`config.mk`:
```
export PLATFORM = sky130hd
export DESIGN_NAME = mole_game_ctrl
export DESIGN_NICKNAME = d
export VERILOG_FILES = /design/src/rtl/mole_game_pkg.sv /design/src/rtl/lfsr8.sv /design/src/rtl/mole_game_ctrl.sv
export SDC_FILE = /design/constraint.sdc
export NUM_CORES = 1
export LEC_CHECK = 0
export CAP_MARGIN = 40
export CORE_MARGIN = 5
export CORE_UTILIZATION = 50
export CTS_BUF_LIST = sky130_fd_sc_hd__clkbuf_8
export CTS_CLUSTER_SIZE = 16
export DETAILED_ROUTE_END_ITERATION = 8
export PLACE_DENSITY_LB_ADDON = 0.3
export SLEW_MARGIN = 10
export SYNTH_ARGS = -nofsm -noshare
export SYNTH_HDL_FRONTEND = slang
export SYNTH_SLANG_ARGS = --single-unit
```
`constraint.sdc`:
```
create_clock -name clk -period 2.2 [get_ports clk]
set_input_delay 0.33 -clock clk [delete_from_list [all_inputs] [get_ports clk]]
set_output_delay 0.33 -clock clk [all_outputs]
set_load 0.02 [all_outputs]
```
`src/rtl/mole_game_pkg.sv`:
```
// ---------------------------------------------------------------------------
// mole_game_pkg : shared game encodings, counter width and LFSR step (rev 1.0)
// ---------------------------------------------------------------------------
`default_nettype none

package mole_game_pkg;

  typedef enum logic [1:0] {
    ST_IDLE = 2'b00,
    ST_PLAY = 2'b01,
    ST_WIN  = 2'b10,
    ST_LOSE = 2'b11
  } game_state_e;

  localparam int         CNT_W      = 4;
  localparam logic [2:0] POS_OFFSET = 3'd2;

  // Fibonacci LFSR, polynomial x^8 + x^6 + x^5 + x^4 + 1, shifting toward the MSB
  function automatic logic [7:0] lfsr8_next(input logic [7:0] cur);
    return {cur[6:0], cur[7] ^ cur[5] ^ cur[4] ^ cur[3]};
  endfunction

endpackage

`default_nettype wire

```
`src/rtl/lfsr8.sv`:
```
// ---------------------------------------------------------------------------
// lfsr8 : free-running 8-bit Fibonacci LFSR, reloads seed on reset (rev 1.0)
// ---------------------------------------------------------------------------
`default_nettype none

module lfsr8
  import mole_game_pkg::*;
(
  input  logic       clk,
  input  logic       rst,
  input  logic [7:0] seed,
  output logic [7:0] q
);

  always_ff @(posedge clk) begin
    if (rst) q <= seed;
    else     q <= lfsr8_next(q);
  end

endmodule

`default_nettype wire

```
`src/rtl/mole_game_ctrl.sv`:
```
// ---------------------------------------------------------------------------
// mole_game_ctrl : whack-a-mole game FSM, scoring and mole placement (rev 1.0)
// Build option MOLE_WRONG_PENALTY_EN charges a miss for wrong-hole presses.
// ---------------------------------------------------------------------------
`default_nettype none

module mole_game_ctrl
  import mole_game_pkg::*;
#(
  parameter int         MOLE_CYCLES = 1000,
  parameter int         WIN_SCORE   = 10,
  parameter int         MAX_MISS    = 5,
  parameter logic [7:0] LFSR_SEED   = 8'hA5
) (
  input  logic             clk,
  input  logic             rst,
  input  logic             start,
  input  logic [15:0]      btn,
  output logic [1:0]       state,
  output logic [2:0]       rowran,
  output logic [2:0]       colran,
  output logic             hit,
  output logic             new_mole,
  output logic [CNT_W-1:0] score,
  output logic [CNT_W-1:0] miss
);

  localparam int               MC_W     = (MOLE_CYCLES > 1) ? $clog2(MOLE_CYCLES) : 1;
  localparam logic [MC_W-1:0]  MC_LAST  = MC_W'(MOLE_CYCLES - 1);
  localparam logic [CNT_W-1:0] WIN_CNT  = CNT_W'(WIN_SCORE);
  localparam logic [CNT_W-1:0] MISS_CNT = CNT_W'(MAX_MISS);
  localparam logic [CNT_W-1:0] CNT_MAX  = '1;

  game_state_e      state_q, state_d;
  logic             start_q, start_in_rst;
  logic [15:0]      btn_q;
  logic [7:0]       lfsr_q;
  logic [MC_W-1:0]  mole_cnt, mole_cnt_d;
  logic [2:0]       rowran_d, colran_d;
  logic             hit_d, new_mole_d;
  logic [CNT_W-1:0] score_d, miss_d, score_inc, miss_inc;

  logic        start_edge, in_play, tc, hit_now, wrong_press, miss_now;
  logic        reach_win, reach_lose, redraw;
  logic [15:0] btn_edge, mole_sel;
  logic [3:0]  mole_idx, lfsr_nx_lo, draw;
  logic [2:0]  place_row, place_col;

  lfsr8 u_lfsr (
    .clk  (clk),
    .rst  (rst),
    .seed (LFSR_SEED),
    .q    (lfsr_q)
  );

  // A start level held through reset must not look like a fresh press
  assign start_edge = start & ~start_q & ~start_in_rst;
  assign btn_edge   = btn & ~btn_q;

  assign mole_idx = {rowran[1:0] - POS_OFFSET[1:0], colran[1:0] - POS_OFFSET[1:0]};
  assign mole_sel = 16'd1 << mole_idx;

  assign in_play  = (state_q == ST_PLAY);
  assign tc       = in_play && (mole_cnt == MC_LAST);
  assign hit_now  = in_play && !hit && |(btn_edge & mole_sel);

`ifdef MOLE_WRONG_PENALTY_EN
  assign wrong_press = in_play && |(btn_edge & ~mole_sel) && !hit_now;
`else
  assign wrong_press = 1'b0;
`endif

  assign miss_now   = (tc && !hit && !hit_now) || wrong_press;
  assign score_inc  = (score != CNT_MAX) ? score + CNT_W'(1) : score;
  assign miss_inc   = (miss  != CNT_MAX) ? miss  + CNT_W'(1) : miss;
  assign reach_win  = hit_now  && (score_inc == WIN_CNT);
  assign reach_lose = miss_now && (miss_inc  == MISS_CNT);

  // Placement draws from the current LFSR value, or its successor on a repeat
  assign lfsr_nx_lo = {lfsr_q[2:0], lfsr_q[7] ^ lfsr_q[5] ^ lfsr_q[4] ^ lfsr_q[3]};
  assign redraw     = ((POS_OFFSET + {1'b0, lfsr_q[1:0]}) == rowran) &&
                      ((POS_OFFSET + {1'b0, lfsr_q[3:2]}) == colran);
  assign draw       = redraw ? lfsr_nx_lo : lfsr_q[3:0];
  assign place_row  = POS_OFFSET + {1'b0, draw[1:0]};
  assign place_col  = POS_OFFSET + {1'b0, draw[3:2]};

  always_ff @(posedge clk) begin
    if (rst) state_q <= ST_IDLE;
    else     state_q <= state_d;
  end

  always_comb begin
    state_d = state_q;
    case (state_q)
      ST_IDLE: if (start_edge) state_d = ST_PLAY;
      ST_PLAY: begin
        if (reach_win)       state_d = ST_WIN;
        else if (reach_lose) state_d = ST_LOSE;
      end
      ST_WIN, ST_LOSE: if (start_edge) state_d = ST_IDLE;
      default: state_d = ST_IDLE;
    endcase
  end

  always_comb begin
    score_d    = score;
    miss_d     = miss;
    hit_d      = hit;
    rowran_d   = rowran;
    colran_d   = colran;
    mole_cnt_d = mole_cnt;
    new_mole_d = 1'b0;
    case (state_q)
      ST_IDLE: begin
        if (start_edge) begin
          score_d    = '0;
          miss_d     = '0;
          hit_d      = 1'b0;
          mole_cnt_d = '0;
          rowran_d   = place_row;
          colran_d   = place_col;
          new_mole_d = 1'b1;
        end
      end
      ST_PLAY: begin
        if (hit_now) begin
          hit_d   = 1'b1;
          score_d = score_inc;
        end
        if (miss_now) miss_d = miss_inc;
        if (tc) begin
          mole_cnt_d = '0;
          hit_d      = 1'b0;
          // The game-ending cycle leaves the last mole frozen in place
          if (state_d == ST_PLAY) begin
            rowran_d   = place_row;
            colran_d   = place_col;
            new_mole_d = 1'b1;
          end
        end else begin
          mole_cnt_d = mole_cnt + MC_W'(1);
        end
      end
      default: ;
    endcase
  end

  always_ff @(posedge clk) begin
    if (rst) begin
      score        <= '0;
      miss         <= '0;
      hit          <= 1'b0;
      new_mole     <= 1'b0;
      rowran       <= POS_OFFSET;
      colran       <= POS_OFFSET;
      mole_cnt     <= '0;
      start_q      <= 1'b0;
      btn_q        <= '0;
      start_in_rst <= start;
    end else begin
      score        <= score_d;
      miss         <= miss_d;
      hit          <= hit_d;
      new_mole     <= new_mole_d;
      rowran       <= rowran_d;
      colran       <= colran_d;
      mole_cnt     <= mole_cnt_d;
      start_q      <= start;
      btn_q        <= btn;
      start_in_rst <= 1'b0;
    end
  end

  assign state = state_q;

endmodule

`default_nettype wire

```
==> flow_summary.json <==
{
  "timing.max_cap.violations": 0,
  "multi_input_area_sq_um": 1600,
  "finClkSkew_ns": 0.0107,
  "cp-start-kind": "register",
  "antenna_found_initial": 0,
  "hold_ws_ns": 0.365,
  "timing.rr.end": "rowran[2]",
  "first_pass_iters": 4,
  "wl_per_cell_um": 14.5,
  "final-setup-viol-count": 6,
  "grt_pass1_wl_um": 10200,
  "ff2ff_path_depth": 8,
  "area_growth_pct": 34.9,
  "peakVddDrop_v": 0.000567,
  "grt_pass1_vias": 2162,
  "finalSetupTns_ns": -0.189,
  "critical_path.max_fanout": 5,
  "cts_root_buf": "clkbuf_8",
  "synth_top_area_frac": 0.402,
  "drt_iter0_drc": 120,
  "fin_nets": 399,
  "crit_arrival_ns": 2.46,
  "period_share": 1.03,
  "slew_viol_final": 0,
  "coreArea_sq_um": 5170,
  "synthesis.nets": 326,
  "p_leak_uw": 0.00143,
  "worst_slew_pin_slew_ns": 0.676,
  "synth-seq-cells": 54,
  "grtUsageTotal": 0.174,
  "hold_path_startpoint": "btn[14]",
  "num_vias": 2419,
  "rr_startpoint": "colran[1]",
  "synth_cells": 302,
  "cts_htree_levels": 2,
  "hold_path_depth": 2,
  "synth_edf_count": 0,
  "synthArstFlopShare": 0,
  "worstHoldEndpoint": "btn_q[14]",
  "place_congestion": 0.787,
  "yosysWarningCount": 0,
  "drc": 0,
  "synth_area_leaders": "dfxtp_1, nor2b_1, nor2_1, a21oi_1, nand2_1",
  "clk_latency_ns": 0.31,
  "cellPowerDensity_nw_per_um2": 606,
  "rows": 26,
  "die_x_um": 83.3,
  "rsz0062_at_grt": "true",
  "cp.required_ns": 2.40,
  "ios": 37,
  "hold_class": "in2reg",
  "wl_um": 6450,
  "synth_area_sq_um": 2690,
  "clock-sinks": 54,
  "layout-drive-gt1-share": 0.213,
  "ys_seq_area_frac": 0.402,
  "r2r_slack_ns": -0.06,
  "yosysUniqueCellTypes": 62,
  "start_util": 0.520,
  "postLayoutCellArea_sq_um": 3630,
  "maxSlewHeadroom": 0.548,
  "max_freq_mhz": 443,
  "synth_top_cell_by_area": "dfxtp_1",
  "grt_max_degree": 24,
  "cts_tree": "yes",
  "cts_buffers": 5,
  "postRouteAntennaNets": 0,
  "hold_buffers": 0,
  "violations": "setup timing",
  "avgSynthCellArea_sq_um": 8.90,
  "synthFlopType": "dfxtp_1",
  "clk_path_buf_depth": 2,
  "fillerInstances": 388,
  "clkTransAtPathRegs_ns": 0.09,
  "antenna_cells": 0,
  "worstSetupPathType": "reg2reg",
  "port_buffers": 36,
  "hold_viol_final": 0,
  "register_area_sq_um": 1090,
  "grt_overflow": 0,
  "status": "finished with violations",
  "dp_hpwl_um": 4490,
  "dieArea_sq_um": 6940,
  "place_area_sq_um": 3340,
  "die_height_um": 83.3,
  "fin_crit_ns": 2.26,
  "final.setup.worst_slack_ns": -0.0557,
  "end_kind": "register",
  "via_per_inst": 5.42
}
metal layers:
metal,track usage,routed length [um]
met2,0.286,3190
met3,0.0317,217
met5,0,0
met1,0.235,2990
met4,0.0446,46
per-stage QoR:
| stage | util | setup WS, ns | total power, uW | cells |
|---|---|---|---|---|
| 4_1_cts | 0.675 | -0.0225 | 2180 | 440 |
| 3_5_place_dp | 0.646 | -0.439 | 1490 | 429 |
| 2_1_floorplan | - | 0.0352 | 1320 | 302 |
| 3_3_place_gp | 0.646 | -0.396 | 1480 | 429 |
| 5_1_grt | 0.701 | -0.132 | 2300 | 446 |
| 6_report | 0.701 | -0.0557 | 2200 | 446 |
synthesized netlist by cell type (3+ instances only):
cell / number
o21ai_0: 12
nor3_1: 6
nor2b_1: 22
buf_6: 3
nand4b_1: 4
clkbuf_1: 9
nor2_1: 34
nand2b_1: 6
or3b_1: 3
nand3b_1: 3
nor4_1: 5
nor3b_1: 6
xor2_1: 5
mux2i_1: 4
dfxtp_1: 54
nor4bb_1: 3
nand3_1: 8
a21oi_1: 13
xnor2_1: 5
ha_1: 5
a21o_1: 4
and3_1: 4
and3b_1: 3
nand4_1: 5
nand2_1: 17
inv_1: 11
o31ai_1: 3
a31oi_1: 3
critical path, cell delays in order (launching register included):
cell,delay [ns]
dfxtp_4,0.37
buf_4,0.14
buf_4,0.12
nor4b_4,0.04
or4_4,0.50
a21oi_4,0.16
nor4_1,0.09
or3_4,0.45
mux2_4,0.30
kinds of logic after synthesis:
kind of cell / synth area share
mux: 0.0261
fa+ha+maj: 0.0233
xor+xnor: 0.0326
compound gates: 0.161
buf+inv: 0.0419
flops: 0.402
simple gates: 0.313
layout make-up:
| type | count | share of cell area |
|---|---|---|
| clock buffer | 5 | 0.0190 |
| inverter | 11 | 0.0114 |
| multi-input combinational | 224 | 0.440 |
| clock inverter | 3 | 0.0121 |
| tap | 70 | 0.0242 |
| sequential | 54 | 0.301 |
| timing repair buffer | 79 | 0.193 |
timing repair:
action / CTS / global route
pin swaps: 8 / 15
buffers inserted: 3 / 8
endpoints found under the setup margin: 7 / 15
resized for setup: 8 / 20
cells in the final DEF (no fill, tap or decap), drive strengths merged, types with 6 or more instances in the layout:
cell type,Yosys,final
dfxtp,54,54
buf,4,43
nor2,34,34
clkdlybuf4s50,0,34
nor2b,22,22
nand2,17,17
a21oi,15,15
o21ai,12,12
inv,11,12
nand3,8,8
nor3b,7,7
nor3,7,7
nand2b,6,6
worst max-delay path by stage:
stage	from	to	slack, ns	cells after the start
final	colran[1]	rowran[2]	-0.06	8
after global routing	colran[1]	colran[2]	-0.13	8
after CTS	colran[0]	rowran[2]	-0.02	6
after detailed placement	btn[14]	colran[0]	-0.44	7
after global placement	btn[14]	rowran[2]	-0.40	7
after floorplan	colran[1]	colran[2]	0.04	7
power by group:
group          total (uW)  switching, uW  internal [uW]  leakage, uW
combinational         460            221            239     0.000930
clock                 668            327            341    0.0000585
sequential           1070           47.5           1020     0.000444
registers in the layout, summed over array words and instances (netlist names), 2 cells and up:
name      cells
score         4
state         2
u_lfsr.q      8
miss          4
rowran        3
mole_cnt     10
btn_q        16
colran        3
Note: power is estimated with default switching activity, not from simulation.
